## config.mk

```make
export PLATFORM = sky130hd
export DESIGN_NAME = time_set_ctrl
export DESIGN_NICKNAME = d
export VERILOG_FILES = /design/src/rtl/time_set_pkg.sv /design/src/rtl/days_in_month.sv /design/src/rtl/time_set_ctrl.sv
export SDC_FILE = /design/constraint.sdc
export NUM_CORES = 1
export LEC_CHECK = 0
export CORE_ASPECT_RATIO = 1.4
export CORE_UTILIZATION = 45
export DETAILED_ROUTE_END_ITERATION = 10
export PLACE_DENSITY_LB_ADDON = 0.12
export SLEW_MARGIN = 25
export SYNTH_ARGS = -nofsm -noshare
export SYNTH_HDL_FRONTEND = slang
export SYNTH_SLANG_ARGS = --single-unit
```

## constraint.sdc

```tcl
create_clock -name clk -period 10.4 [get_ports clk]
set_input_delay 1.04 -clock clk [delete_from_list [all_inputs] [get_ports clk]]
set_output_delay 1.04 -clock clk [all_outputs]
set_load 0.01 [all_outputs]
```

## src/rtl/time_set_pkg.sv

```systemverilog
// time_set_pkg
//   Shared definitions for the time/date entry controller:
//   - state_e       : edit-session state encoding
//   - FIELD_*       : field codes presented on the 'field' output
//   - BCD range limits for hour, minute, year, month and day
//   - DAYS_TBL      : days-per-month table indexed by binary month 1..12
//   - BCD helpers   : digit validity, increment, two-digit conversion, leap test
package time_set_pkg;

  typedef enum logic [2:0] {
    ST_IDLE   = 3'd0,
    ST_HOUR   = 3'd1,
    ST_MIN    = 3'd2,
    ST_YEAR   = 3'd3,
    ST_MONTH  = 3'd4,
    ST_DAY    = 3'd5,
    ST_COMMIT = 3'd6
  } state_e;

  localparam logic [2:0] FIELD_NONE  = 3'd0;
  localparam logic [2:0] FIELD_HOUR  = 3'd1;
  localparam logic [2:0] FIELD_MIN   = 3'd2;
  localparam logic [2:0] FIELD_YEAR  = 3'd3;
  localparam logic [2:0] FIELD_MONTH = 3'd4;
  localparam logic [2:0] FIELD_DAY   = 3'd5;

  localparam logic [7:0]  HOUR_MIN  = 8'h00;
  localparam logic [7:0]  HOUR_MAX  = 8'h23;
  localparam logic [7:0]  MIN_MIN   = 8'h00;
  localparam logic [7:0]  MIN_MAX   = 8'h59;
  localparam logic [15:0] YEAR_MIN  = 16'h2000;
  localparam logic [15:0] YEAR_MAX  = 16'h2199;
  localparam logic [7:0]  MONTH_MIN = 8'h01;
  localparam logic [7:0]  MONTH_MAX = 8'h12;
  localparam logic [7:0]  DAY_MIN   = 8'h01;

  // Entry 0 and 13..15 are unreachable for legal months; they hold 31 so
  // a corrupt month never produces a zero limit.
  localparam logic [7:0] DAYS_TBL [16] = '{
    8'h31, 8'h31, 8'h28, 8'h31, 8'h30, 8'h31, 8'h30, 8'h31,
    8'h31, 8'h30, 8'h31, 8'h30, 8'h31, 8'h31, 8'h31, 8'h31
  };

  function automatic logic bcd_ok8(input logic [7:0] v);
    return (v[7:4] <= 4'd9) && (v[3:0] <= 4'd9);
  endfunction

  function automatic logic bcd_ok16(input logic [15:0] v);
    return bcd_ok8(v[15:8]) && bcd_ok8(v[7:0]);
  endfunction

  function automatic logic [7:0] bcd_inc8(input logic [7:0] v);
    if (v[3:0] == 4'd9) return {v[7:4] + 4'd1, 4'd0};
    return {v[7:4], v[3:0] + 4'd1};
  endfunction

  function automatic logic [15:0] bcd_inc16(input logic [15:0] v);
    if (v[7:0] == 8'h99) return {bcd_inc8(v[15:8]), 8'h00};
    return {v[15:8], bcd_inc8(v[7:0])};
  endfunction

  function automatic logic [6:0] bcd2_to_bin(input logic [7:0] v);
    return ({3'b000, v[7:4]} * 7'd10) + {3'b000, v[3:0]};
  endfunction

  // year = century*100 + yy; since 100 is a multiple of 4, year%4 == yy%4,
  // and year%400 == 0 reduces to yy == 0 with century%4 == 0.
  function automatic logic is_leap(input logic [15:0] year_bcd);
    logic [6:0] yy;
    logic [6:0] cc;
    yy = bcd2_to_bin(year_bcd[7:0]);
    cc = bcd2_to_bin(year_bcd[15:8]);
    if (yy != 7'd0) return (yy[1:0] == 2'b00);
    return (cc[1:0] == 2'b00);
  endfunction

endpackage

```

## src/rtl/days_in_month.sv

```systemverilog
// days_in_month
//   Combinational lookup of the last legal day of a month.
//   Ports:
//     month   in  8  month, BCD 01..12
//     leap    in  1  year is a leap year
//     max_day out 8  last day of that month, BCD (28/29/30/31)
module days_in_month
  import time_set_pkg::*;
(
  input  logic [7:0] month,
  input  logic       leap,
  output logic [7:0] max_day
);

  logic [3:0] month_idx;

  always_comb begin
    // BCD 10..12 folds to binary 10..12; 01..09 maps straight through.
    if (month[7:4] == 4'd1) month_idx = 4'd10 + month[3:0];
    else                    month_idx = month[3:0];

    max_day = DAYS_TBL[month_idx];
    if ((month_idx == 4'd2) && leap) max_day = 8'h29;
  end

endmodule

```

## src/rtl/time_set_ctrl.sv

```systemverilog
// time_set_ctrl
//   User time/date entry controller. SET enters an edit session, steps
//   hour -> min -> year -> month -> day and finally commits with a one-cycle
//   load strobe. INC increments the active field with BCD wrap and
//   leap-year-aware day limits.
//   Optional feature: define TIME_SET_TIMEOUT_EN to abort an idle session
//   after TIMEOUT_CYCLES cycles without a strobe.
//   Ports:
//     clk, rst                 clock (100 Hz tick), async active-high reset
//     set_pulse, inc_pulse     one-cycle button strobes
//     cur_hour/min/month/day   live counter values, BCD (8 bits)
//     cur_year                 live year, BCD (16 bits)
//     set_active               edit session in progress
//     field                    active field code (0 none, 1..5 hour..day)
//     blink_on                 blank phase for the active field
//     new_hour/min/month/day   shadow values, BCD (8 bits)
//     new_year                 shadow year, BCD (16 bits)
//     load                     one-cycle commit strobe
//   Strobe semantics: set_pulse and inc_pulse are sampled on every rising
//   edge with no backpressure; set_pulse has priority when both are high.
module time_set_ctrl
  import time_set_pkg::*;
#(
  parameter int BLINK_DIV      = 50,
  parameter int TIMEOUT_CYCLES = 3000
) (
  input  logic        clk,
  input  logic        rst,
  input  logic        set_pulse,
  input  logic        inc_pulse,
  input  logic [7:0]  cur_hour,
  input  logic [7:0]  cur_min,
  input  logic [15:0] cur_year,
  input  logic [7:0]  cur_month,
  input  logic [7:0]  cur_day,
  output logic        set_active,
  output logic [2:0]  field,
  output logic        blink_on,
  output logic [7:0]  new_hour,
  output logic [7:0]  new_min,
  output logic [15:0] new_year,
  output logic [7:0]  new_month,
  output logic [7:0]  new_day,
  output logic        load
);

  // One width serves both the blink and the timeout counter.
  localparam int CNT_MAX = (BLINK_DIV > TIMEOUT_CYCLES) ? BLINK_DIV : TIMEOUT_CYCLES;
  localparam int CNT_W   = $clog2(CNT_MAX + 1);

  state_e             state_q, state_d;
  logic [7:0]         hour_q, hour_d;
  logic [7:0]         min_q, min_d;
  logic [15:0]        year_q, year_d;
  logic [7:0]         month_q, month_d;
  logic [7:0]         day_q, day_d;
  logic               set_active_q, set_active_d;
  logic [2:0]         field_q, field_d;
  logic               load_q, load_d;
  logic               blink_q, blink_d;
  logic [CNT_W-1:0]   blink_cnt_q, blink_cnt_d;

  logic               capture;       // IDLE -> HOUR, shadows take cur_*
  logic               field_change;  // any accepted set_pulse
  logic               accept_inc;    // inc_pulse acted on in an edit state
  logic               date_inc;      // year or month was incremented
  logic               edit_q, edit_d;
  logic [7:0]         dim_max;

`ifdef TIME_SET_TIMEOUT_EN
  logic [CNT_W-1:0]   tmo_cnt_q, tmo_cnt_d;
`endif

  assign edit_q = (state_q inside {ST_HOUR, ST_MIN, ST_YEAR, ST_MONTH, ST_DAY});
  assign edit_d = (state_d inside {ST_HOUR, ST_MIN, ST_YEAR, ST_MONTH, ST_DAY});

  // Day limit follows the *next* month/year so increments and clamps see the
  // date that will exist after this edge.
  days_in_month u_dim (
    .month   (month_d),
    .leap    (is_leap(year_d)),
    .max_day (dim_max)
  );

  // Next state plus hour/minute/year/month shadows.
  always_comb begin
    state_d      = state_q;
    hour_d       = hour_q;
    min_d        = min_q;
    year_d       = year_q;
    month_d      = month_q;
    capture      = 1'b0;
    field_change = 1'b0;
    accept_inc   = 1'b0;
    date_inc     = 1'b0;

    case (state_q)
      ST_IDLE: begin
        if (set_pulse) begin
          state_d      = ST_HOUR;
          capture      = 1'b1;
          field_change = 1'b1;
          hour_d  = (bcd_ok8(cur_hour) && cur_hour <= HOUR_MAX) ? cur_hour : HOUR_MIN;
          min_d   = (bcd_ok8(cur_min) && cur_min <= MIN_MAX) ? cur_min : MIN_MIN;
          year_d  = (bcd_ok16(cur_year) && cur_year >= YEAR_MIN && cur_year <= YEAR_MAX)
                    ? cur_year : YEAR_MIN;
          month_d = (bcd_ok8(cur_month) && cur_month >= MONTH_MIN && cur_month <= MONTH_MAX)
                    ? cur_month : MONTH_MIN;
        end
      end

      ST_HOUR, ST_MIN, ST_YEAR, ST_MONTH, ST_DAY: begin
        if (set_pulse) begin
          field_change = 1'b1;
          case (state_q)
            ST_HOUR:  state_d = ST_MIN;
            ST_MIN:   state_d = ST_YEAR;
            ST_YEAR:  state_d = ST_MONTH;
            ST_MONTH: state_d = ST_DAY;
            default:  state_d = ST_COMMIT;
          endcase
        end else if (inc_pulse) begin
          accept_inc = 1'b1;
          case (state_q)
            ST_HOUR:  hour_d = (hour_q >= HOUR_MAX) ? HOUR_MIN : bcd_inc8(hour_q);
            ST_MIN:   min_d  = (min_q >= MIN_MAX) ? MIN_MIN : bcd_inc8(min_q);
            ST_YEAR: begin
              year_d   = (year_q >= YEAR_MAX) ? YEAR_MIN : bcd_inc16(year_q);
              date_inc = 1'b1;
            end
            ST_MONTH: begin
              month_d  = (month_q >= MONTH_MAX) ? MONTH_MIN : bcd_inc8(month_q);
              date_inc = 1'b1;
            end
            default: ;  // day handled with the day shadow below
          endcase
        end
`ifdef TIME_SET_TIMEOUT_EN
        else if (tmo_cnt_q == CNT_W'(TIMEOUT_CYCLES - 1)) begin
          state_d = ST_IDLE;
        end
`endif
      end

      ST_COMMIT: state_d = ST_IDLE;

      default: state_d = ST_IDLE;
    endcase
  end

  // Day shadow: capture sanity check, increment wrap, and clamp after a
  // year/month change shrinks the month.
  always_comb begin
    day_d = day_q;
    if (capture) begin
      day_d = (bcd_ok8(cur_day) && cur_day >= DAY_MIN && cur_day <= dim_max)
              ? cur_day : DAY_MIN;
    end else if (accept_inc && state_q == ST_DAY) begin
      day_d = (day_q >= dim_max) ? DAY_MIN : bcd_inc8(day_q);
    end else if (date_inc && day_q > dim_max) begin
      day_d = dim_max;
    end
  end

  // Registered outputs and counters.
  always_comb begin
    set_active_d = (state_d != ST_IDLE);
    load_d       = (state_d == ST_COMMIT);
    case (state_d)
      ST_HOUR:  field_d = FIELD_HOUR;
      ST_MIN:   field_d = FIELD_MIN;
      ST_YEAR:  field_d = FIELD_YEAR;
      ST_MONTH: field_d = FIELD_MONTH;
      ST_DAY:   field_d = FIELD_DAY;
      default:  field_d = FIELD_NONE;
    endcase

    // Restarting the blink on every change keeps the edited digit visible.
    blink_d     = blink_q;
    blink_cnt_d = blink_cnt_q;
    if (!edit_d || field_change || accept_inc) begin
      blink_d     = 1'b0;
      blink_cnt_d = '0;
    end else if (blink_cnt_q == CNT_W'(BLINK_DIV - 1)) begin
      blink_d     = ~blink_q;
      blink_cnt_d = '0;
    end else begin
      blink_cnt_d = blink_cnt_q + 1'b1;
    end

`ifdef TIME_SET_TIMEOUT_EN
    if (set_pulse || inc_pulse || !edit_q) tmo_cnt_d = '0;
    else                                   tmo_cnt_d = tmo_cnt_q + 1'b1;
`endif
  end

  always_ff @(posedge clk or posedge rst) begin
    if (rst) begin
      state_q      <= ST_IDLE;
      hour_q       <= HOUR_MIN;
      min_q        <= MIN_MIN;
      year_q       <= YEAR_MIN;
      month_q      <= MONTH_MIN;
      day_q        <= DAY_MIN;
      set_active_q <= 1'b0;
      field_q      <= FIELD_NONE;
      load_q       <= 1'b0;
      blink_q      <= 1'b0;
      blink_cnt_q  <= '0;
    end else begin
      state_q      <= state_d;
      hour_q       <= hour_d;
      min_q        <= min_d;
      year_q       <= year_d;
      month_q      <= month_d;
      day_q        <= day_d;
      set_active_q <= set_active_d;
      field_q      <= field_d;
      load_q       <= load_d;
      blink_q      <= blink_d;
      blink_cnt_q  <= blink_cnt_d;
    end
  end

`ifdef TIME_SET_TIMEOUT_EN
  always_ff @(posedge clk or posedge rst) begin
    if (rst) tmo_cnt_q <= '0;
    else     tmo_cnt_q <= tmo_cnt_d;
  end
`endif

  assign set_active = set_active_q;
  assign field      = field_q;
  assign blink_on   = blink_q;
  assign load       = load_q;
  assign new_hour   = hour_q;
  assign new_min    = min_q;
  assign new_year   = year_q;
  assign new_month  = month_q;
  assign new_day    = day_q;

endmodule

```

### Word level (Yosys, flattened, before mapping)

Memory sizes are Yosys's and may differ from the RTL's.
Cells that the tools add are included.

* output and inout bits: 54
* memories: 1
* logic and storage cells: 237
* register bits: 69
* memory bits (read-only): 128
* bits in writable memories: 0
* bits in latches: 0

* multipliers: 2
* $lt $le $gt $ge: 27
* reductions and logical operators: 38
* eq/ne operators: 29
* mux-type cells: 108
* bitwise logic cells: 2
* add/sub/neg operators: 16
* shifts and indexed selects: 0
* div/mod/pow operators: 0

Memory list
* (no name shown): depth 16, width 8, rd ports 1, clocked after memory_dff 0, wr ports 0, line days_in_month.sv:22 `max_day = DAYS_TBL[month_idx];`

Operators by type and width (number)
* 2-to-1 mux 8 bit: 38
* 2-to-1 mux 16 bit: 8
* 2-to-1 mux 1 bit: 50
* adder 4 x 1 -> 4 bit (second input constant): 12
* <= comparator 4 bit (second input constant): 12
* case mux 8 bit (2 select lines): 3
* >= comparator 16 x 14 -> 1 bit (second input constant): 2
* case mux 16 bit (2 select lines): 1
* == test 4 bit (second input constant): 6
* 2-to-1 mux 12 bit: 2
* logical AND 1 bit: 18
* >= comparator 8 x 1 -> 1 bit (second input constant): 2
* <= comparator 16 x 14 -> 1 bit (second input constant): 1
* == test 3 bit (second input constant): 5
* case mux 3 bit (5 select lines): 1
* adder 12 x 1 -> 12 bit (second input constant): 1
* == test 12 x 6 -> 1 bit (second input constant): 1
* == test 3 x 2 -> 1 bit (second input constant): 4
* case mux 3 bit (4 select lines): 1
* AND reduction 6 bit: 2
* inequality test 2 bit (second input constant): 5
* AND reduction 5 bit: 2
* == test 8 bit (second input constant): 1
* >= comparator 8 x 5 -> 1 bit (second input constant): 1
* other kinds (36): 43

### Logic depth before layout (Yosys ltp)

* depth after elaboration: 30
* mapped depth: 27
* gate-level depth less buffers: 27

### By module

A second synthesis with hierarchy kept.

* cells, all modules: 627
* area, all modules: 5320.1 µm²

Modules (own cells, without submodules)
* time_set_ctrl: cells each 603, instances 1, area an instance 5126.2 µm²
* days_in_month: cells each 24, instances 1, area an instance 193.9 µm²

### Least setup slack after synthesis

OpenSTA, ideal clock, no wires.

* path kind: input to register
* from: input port set_pulse
* to: register day_q[4] (netlist: new_day[4])
* setup slack: 4.261 ns
* buffers on the path: 2
* stages on the path: 24
* data arrival time: 6.014 ns
* library setup time: 0.125 ns
* cells stage by stage: clkbuf_1 -> or4b_1 -> nor4bb_1 -> clkbuf_1 -> a22oi_1 -> o21a_1 -> inv_1 -> ha_1 -> ha_1 -> fa_1 -> nand2b_1 -> mux2i_1 -> mux2i_1 -> o311ai_1 -> nand3_1 -> ha_1 -> or3b_2 -> a21o_1 -> a21o_1 -> a2111oi_2 -> nand2_1 -> nor2_1 -> nor2_1 -> mux2_4

* cells in the longest elaborated chain, start to end: 13

Ends and longest elaborated chain
* start, declared: line time_set_ctrl.sv:29 `input logic set_pulse,`
* 2-to-1 mux 16 bit (on tied branches): line time_set_ctrl.sv:113, time_set_ctrl.sv:99
* case mux 16 bit (2 select lines) *: line time_set_ctrl.sv:97 `case (state_q)`
* net year_d[5]: line time_set_ctrl.sv:54 `logic [15:0] year_q, year_d;`
* multiplier 4 x 3 -> 6 bit *: line time_set_pkg.sv:63 `return ({3'b000, v[7:4]} * 7'd10) + {3'b000, v[3:0]};`
* adder 7 x 4 -> 7 bit *: line time_set_pkg.sv:63
* nonzero test 7 bit *: line time_set_pkg.sv:73 `if (yy != 7'd0) return (yy[1:0] == 2'b00);`
* 2-to-1 mux 1 bit *: line time_set_pkg.sv:73
* 2-to-1 mux 1 bit *: line time_set_pkg.sv:74 `return (cc[1:0] == 2'b00);`
* logical AND 1 bit *: line days_in_month.sv:23 `if ((month_idx == 4'd2) && leap) max_day = 8'h29;`
* 2-to-1 mux 8 bit *: line days_in_month.sv:23
* >= comparator 8 bit, or another cell as far along: line time_set_ctrl.sv:159 `day_d = (day_q >= dim_max) ? DAY_MIN : bcd_inc8(day_q);`
* 2-to-1 mux 8 bit, or another cell as far along: line time_set_ctrl.sv:159
* 2-to-1 mux 8 bit, or another cell as far along: line time_set_ctrl.sv:158 `end else if (accept_inc && state_q == ST_DAY) begin`
* 2-to-1 mux 8 bit or AND reduction 2 bit (tied branches)
* end signal, assigned: line time_set_ctrl.sv:216 `day_q <= day_d;`
* end, declared: line time_set_ctrl.sv:56 `logic [7:0] day_q, day_d;`

Mark *: on every way through the listed nets, which the timed path passes. The rest lies on a longest branch. The select of a mux whose other input is x is not followed.
A chain may end at the register's enable or synchronous reset.

### Worst setup path after layout

Ends and elaborated chain as after synthesis.

==> metrics <==
antenna viol nets, final 0; storage element area 1730 um^2; H-tree levels 3; RSZ-0062 raised after global routing no; Port Buffers 105; RePlAce Congestion 0.896; Post-synth EDFFs 0; Final Max Slew Viols 0; WS Path Type input port to flip-flop; total core area 10900 um^2; ys flop type dfrtp_1; Comb pwr share 47.6%; Post-CTS Setup Bufs 0; area of the multi-input gates 3080 um^2; CTS buffer count 9; setup TNS 0 ps; CTS Hold Buffers Added 0; vias in the first global route 4829; number of fillers in the final layout 955; Slew @ Worst Pin 1010 ps; max_cap viols 0; Tmin final 7230 ps; Fmax 138 MHz; status complete, no violations; CP arrival 7450 ps; vias 4917; initial core utilization 46.3%; n_diodes 0; library cells used by synthesis 76; crit-path max FO 19; Total Wirelength 14500 um; layout cells sized above 1 5.67%; post-DR vias/cell 5.93; Yosys warning count 0; Worst Skew 5.94 ps; I/O pins 106; sw power 619 uW; wire per inst 17.5 um; Critical Path End Type flip-flop; fraction of registers with async set/reset 100%; number of gates resized after CTS 0; Clock Latency Late Sink 340 ps; static leakage 0.00275 uW; WHS 530 ps; Hold Path Class flip-flop to flip-flop; All-Layer GR Usage 25.8%; largest net degree at the start of global routing 70; Initial DRC Count 292; required time of the worst setup path 10620 ps; CP Launch Type input port; Die Y 127 um; CTS tree built; final net count 771; Bufs on Longest Clock Path 2; Design Power 1520 uW; first-pass GRT wire length 23600 um; full die area 11600 um^2; Fin. Hold Viols 0; CTS root buffer clkbuf_16; Final Setup Violations 0; Rows 45; Clock Power Share 22.2%; Clk pin slew, worst setup/hold paths 50 ps; Clock Sinks 69; total power density per cell area 233 nW/um^2; DP Wirelength 11100 um; Synth Instances 583; drc violations 0; syn_nets 671; period utilization 69.5%; die width 91.3 um; Max rail drop VDD 0.000152 V; Cell Area, Synth 5030 um^2; synthesized area per cell 8.62 um^2; initial antenna violation count 0; Area Growth Syn to Fin 29.8%; Seq pwr share 30.2%; drt pass-1 iters 4; switching part of the total 40.7%; Seq/Total Area, Yosys 34.4%; global route total overflow 0; max_slew headroom 31.9%; internal power 900 uW; #FFs+latches synth 69
[state kept, by name (all words and copies together), names as in the netlist, 3 cells and up, named ones only]
signal       flops
blink_cnt_q     12
field            3
state_q          3
new_month        8
new_year        13
new_min          8
new_day          8
new_hour         8
[cell usage after synthesis, types with 3 or more instances]
| cell type | number | area share, % |
|---|---|---|
| nand3_1 | 18 | 1.8 |
| nand2_1 | 52 | 3.9 |
| dfstp_2 | 3 | 1.6 |
| o21a_1 | 5 | 0.75 |
| inv_1 | 36 | 2.7 |
| and3_1 | 8 | 1.0 |
| and2_1 | 4 | 0.50 |
| nand2b_1 | 5 | 0.62 |
| a21oi_1 | 33 | 3.3 |
| nor4_1 | 6 | 0.75 |
| o21ai_0 | 37 | 3.7 |
| a32oi_1 | 3 | 0.52 |
| xnor2_1 | 12 | 2.1 |
| nand3b_1 | 8 | 1.2 |
| a21boi_0 | 3 | 0.45 |
| a21o_1 | 6 | 0.90 |
| nor4b_1 | 7 | 1.2 |
| dfrtp_1 | 66 | 33 |
| a211o_1 | 4 | 0.70 |
| nand4_1 | 5 | 0.62 |
| nor3b_1 | 3 | 0.45 |
| o22ai_1 | 4 | 0.50 |
| or4_1 | 3 | 0.45 |
| or3b_2 | 4 | 0.70 |
| o211ai_1 | 3 | 0.45 |
| nor2b_1 | 12 | 1.5 |
| nand4b_1 | 4 | 0.70 |
| nor3_1 | 19 | 1.9 |
| a31oi_1 | 6 | 0.75 |
| nor2_1 | 55 | 4.1 |
| or3_1 | 7 | 0.87 |
| a211oi_1 | 5 | 0.75 |
| ha_1 | 34 | 8.5 |
| o311a_1 | 3 | 0.60 |
| mux2i_1 | 7 | 1.4 |
| clkbuf_1 | 18 | 1.3 |
| a22oi_1 | 10 | 1.5 |
| a22o_1 | 3 | 0.52 |
| xor2_1 | 7 | 1.2 |
| o31ai_1 | 10 | 1.5 |
[worst max-delay path: stages]
cell             delay, ps
clkdlybuf4s50_1        850
or4b_1                 760
nor4bb_1               350
buf_4                  210
a22oi_1                 70
o21a_1                 160
inv_1                  120
ha_1                   240
ha_1                   210
fa_1                   520
nand2b_1               130
mux2i_1                 70
mux2i_1                150
o311ai_1               160
nand3_1                160
ha_1                   140
or3b_2                 430
a21o_1                 190
a21o_1                 200
a2111oi_2              530
nand2_1                100
nor2_1                 210
nor2_1                 130
mux2_4                 320
[logic make-up after synthesis]
logic type / share of synthesized area, %
and+or+nand+nor: 24.9
AOI/OAI and AO/OA: 21.3
DFF: 34.4
buffers and inverters: 4.26
adders and majority gates: 9.46
xor gates and xnor gates: 3.31
muxes: 2.44
[metrics by stage]
| stage | utilization (%) | std cells | setup slack, ps | instance area [um^2] |
|---|---|---|---|---|
| 2_1_floorplan | - | 583 | 4260 | 5030 |
| 3_3_place_gp | 57.0 | 813 | 3010 | 6200 |
| 3_5_place_dp | 57.0 | 813 | 2860 | 6200 |
| 4_1_cts | 60.0 | 829 | 3200 | 6530 |
| 5_1_grt | 60.0 | 829 | 2700 | 6530 |
| 6_report | 60.0 | 829 | 3170 | 6530 |
[power groups by stage]
stage	clock [uW]	combinational (uW)	sequential (uW)
final	338	722	459
after global routing	353	806	474
after CTS	343	724	458
after detailed placement	0	720	462
after global placement	0	709	460
after floorplan	0	463	438
[routing by layer]
| metal | global-route usage, % | vias up | share of wire [%] |
|---|---|---|---|
| li1 | - | 2359 | - |
| met1 | 29.3 | 2383 | 40 |
| met2 | 46.7 | 141 | 53 |
| met3 | 4.35 | 34 | 3.7 |
| met4 | 12.4 | 0 | 3.4 |
| met5 | 0 | - | 0 |
[placed cells by master (no fill, tap or decap), types with 7 or more instances in the layout]
master	netlist	layout
nand3_1	18	18
dfrtp_1	66	66
nand3b_1	8	8
or3_1	7	7
nor2b_1	12	12
inv_1	36	35
nor2_1	55	55
and3_1	8	8
nor3_1	19	19
clkdlybuf4s50_1	0	105
xor2_1	7	7
clkbuf_16	0	9
xnor2_1	12	12
a22oi_1	10	10
nand2_1	52	52
mux2i_1	7	7
o31ai_1	10	10
a21oi_1	33	33
o21ai_0	37	37
nor4b_1	7	7
ha_1	34	34
[layout make-up]
| class | instances | share of cell area [%] |
|---|---|---|
| inverters | 36 | 2.07 |
| clock buffers | 12 | 3.93 |
| clock inverters | 4 | 1.07 |
| repair buffers | 108 | 16.5 |
| well taps | 141 | 2.70 |
| multi-input cells | 459 | 47.2 |
| flip-flops and latches | 69 | 26.5 |
[worst paths after layout]
kind                            slack (ps)        endpoint      startpoint  cells past startpoint
worst max-delay path                  3170      new_day[4]       set_pulse                     24
worst min-delay path                   530  blink_cnt_q[0]  blink_cnt_q[0]                      1
worst max register to register        3920      new_day[4]      state_q[1]                     24
worst min register to register         530  blink_cnt_q[0]  blink_cnt_q[0]                      1
max in group asynchronous             8510      new_day[4]             rst                      3
min in group asynchronous             1300     new_year[3]             rst                      3
(Power assumes the default switching activity.)
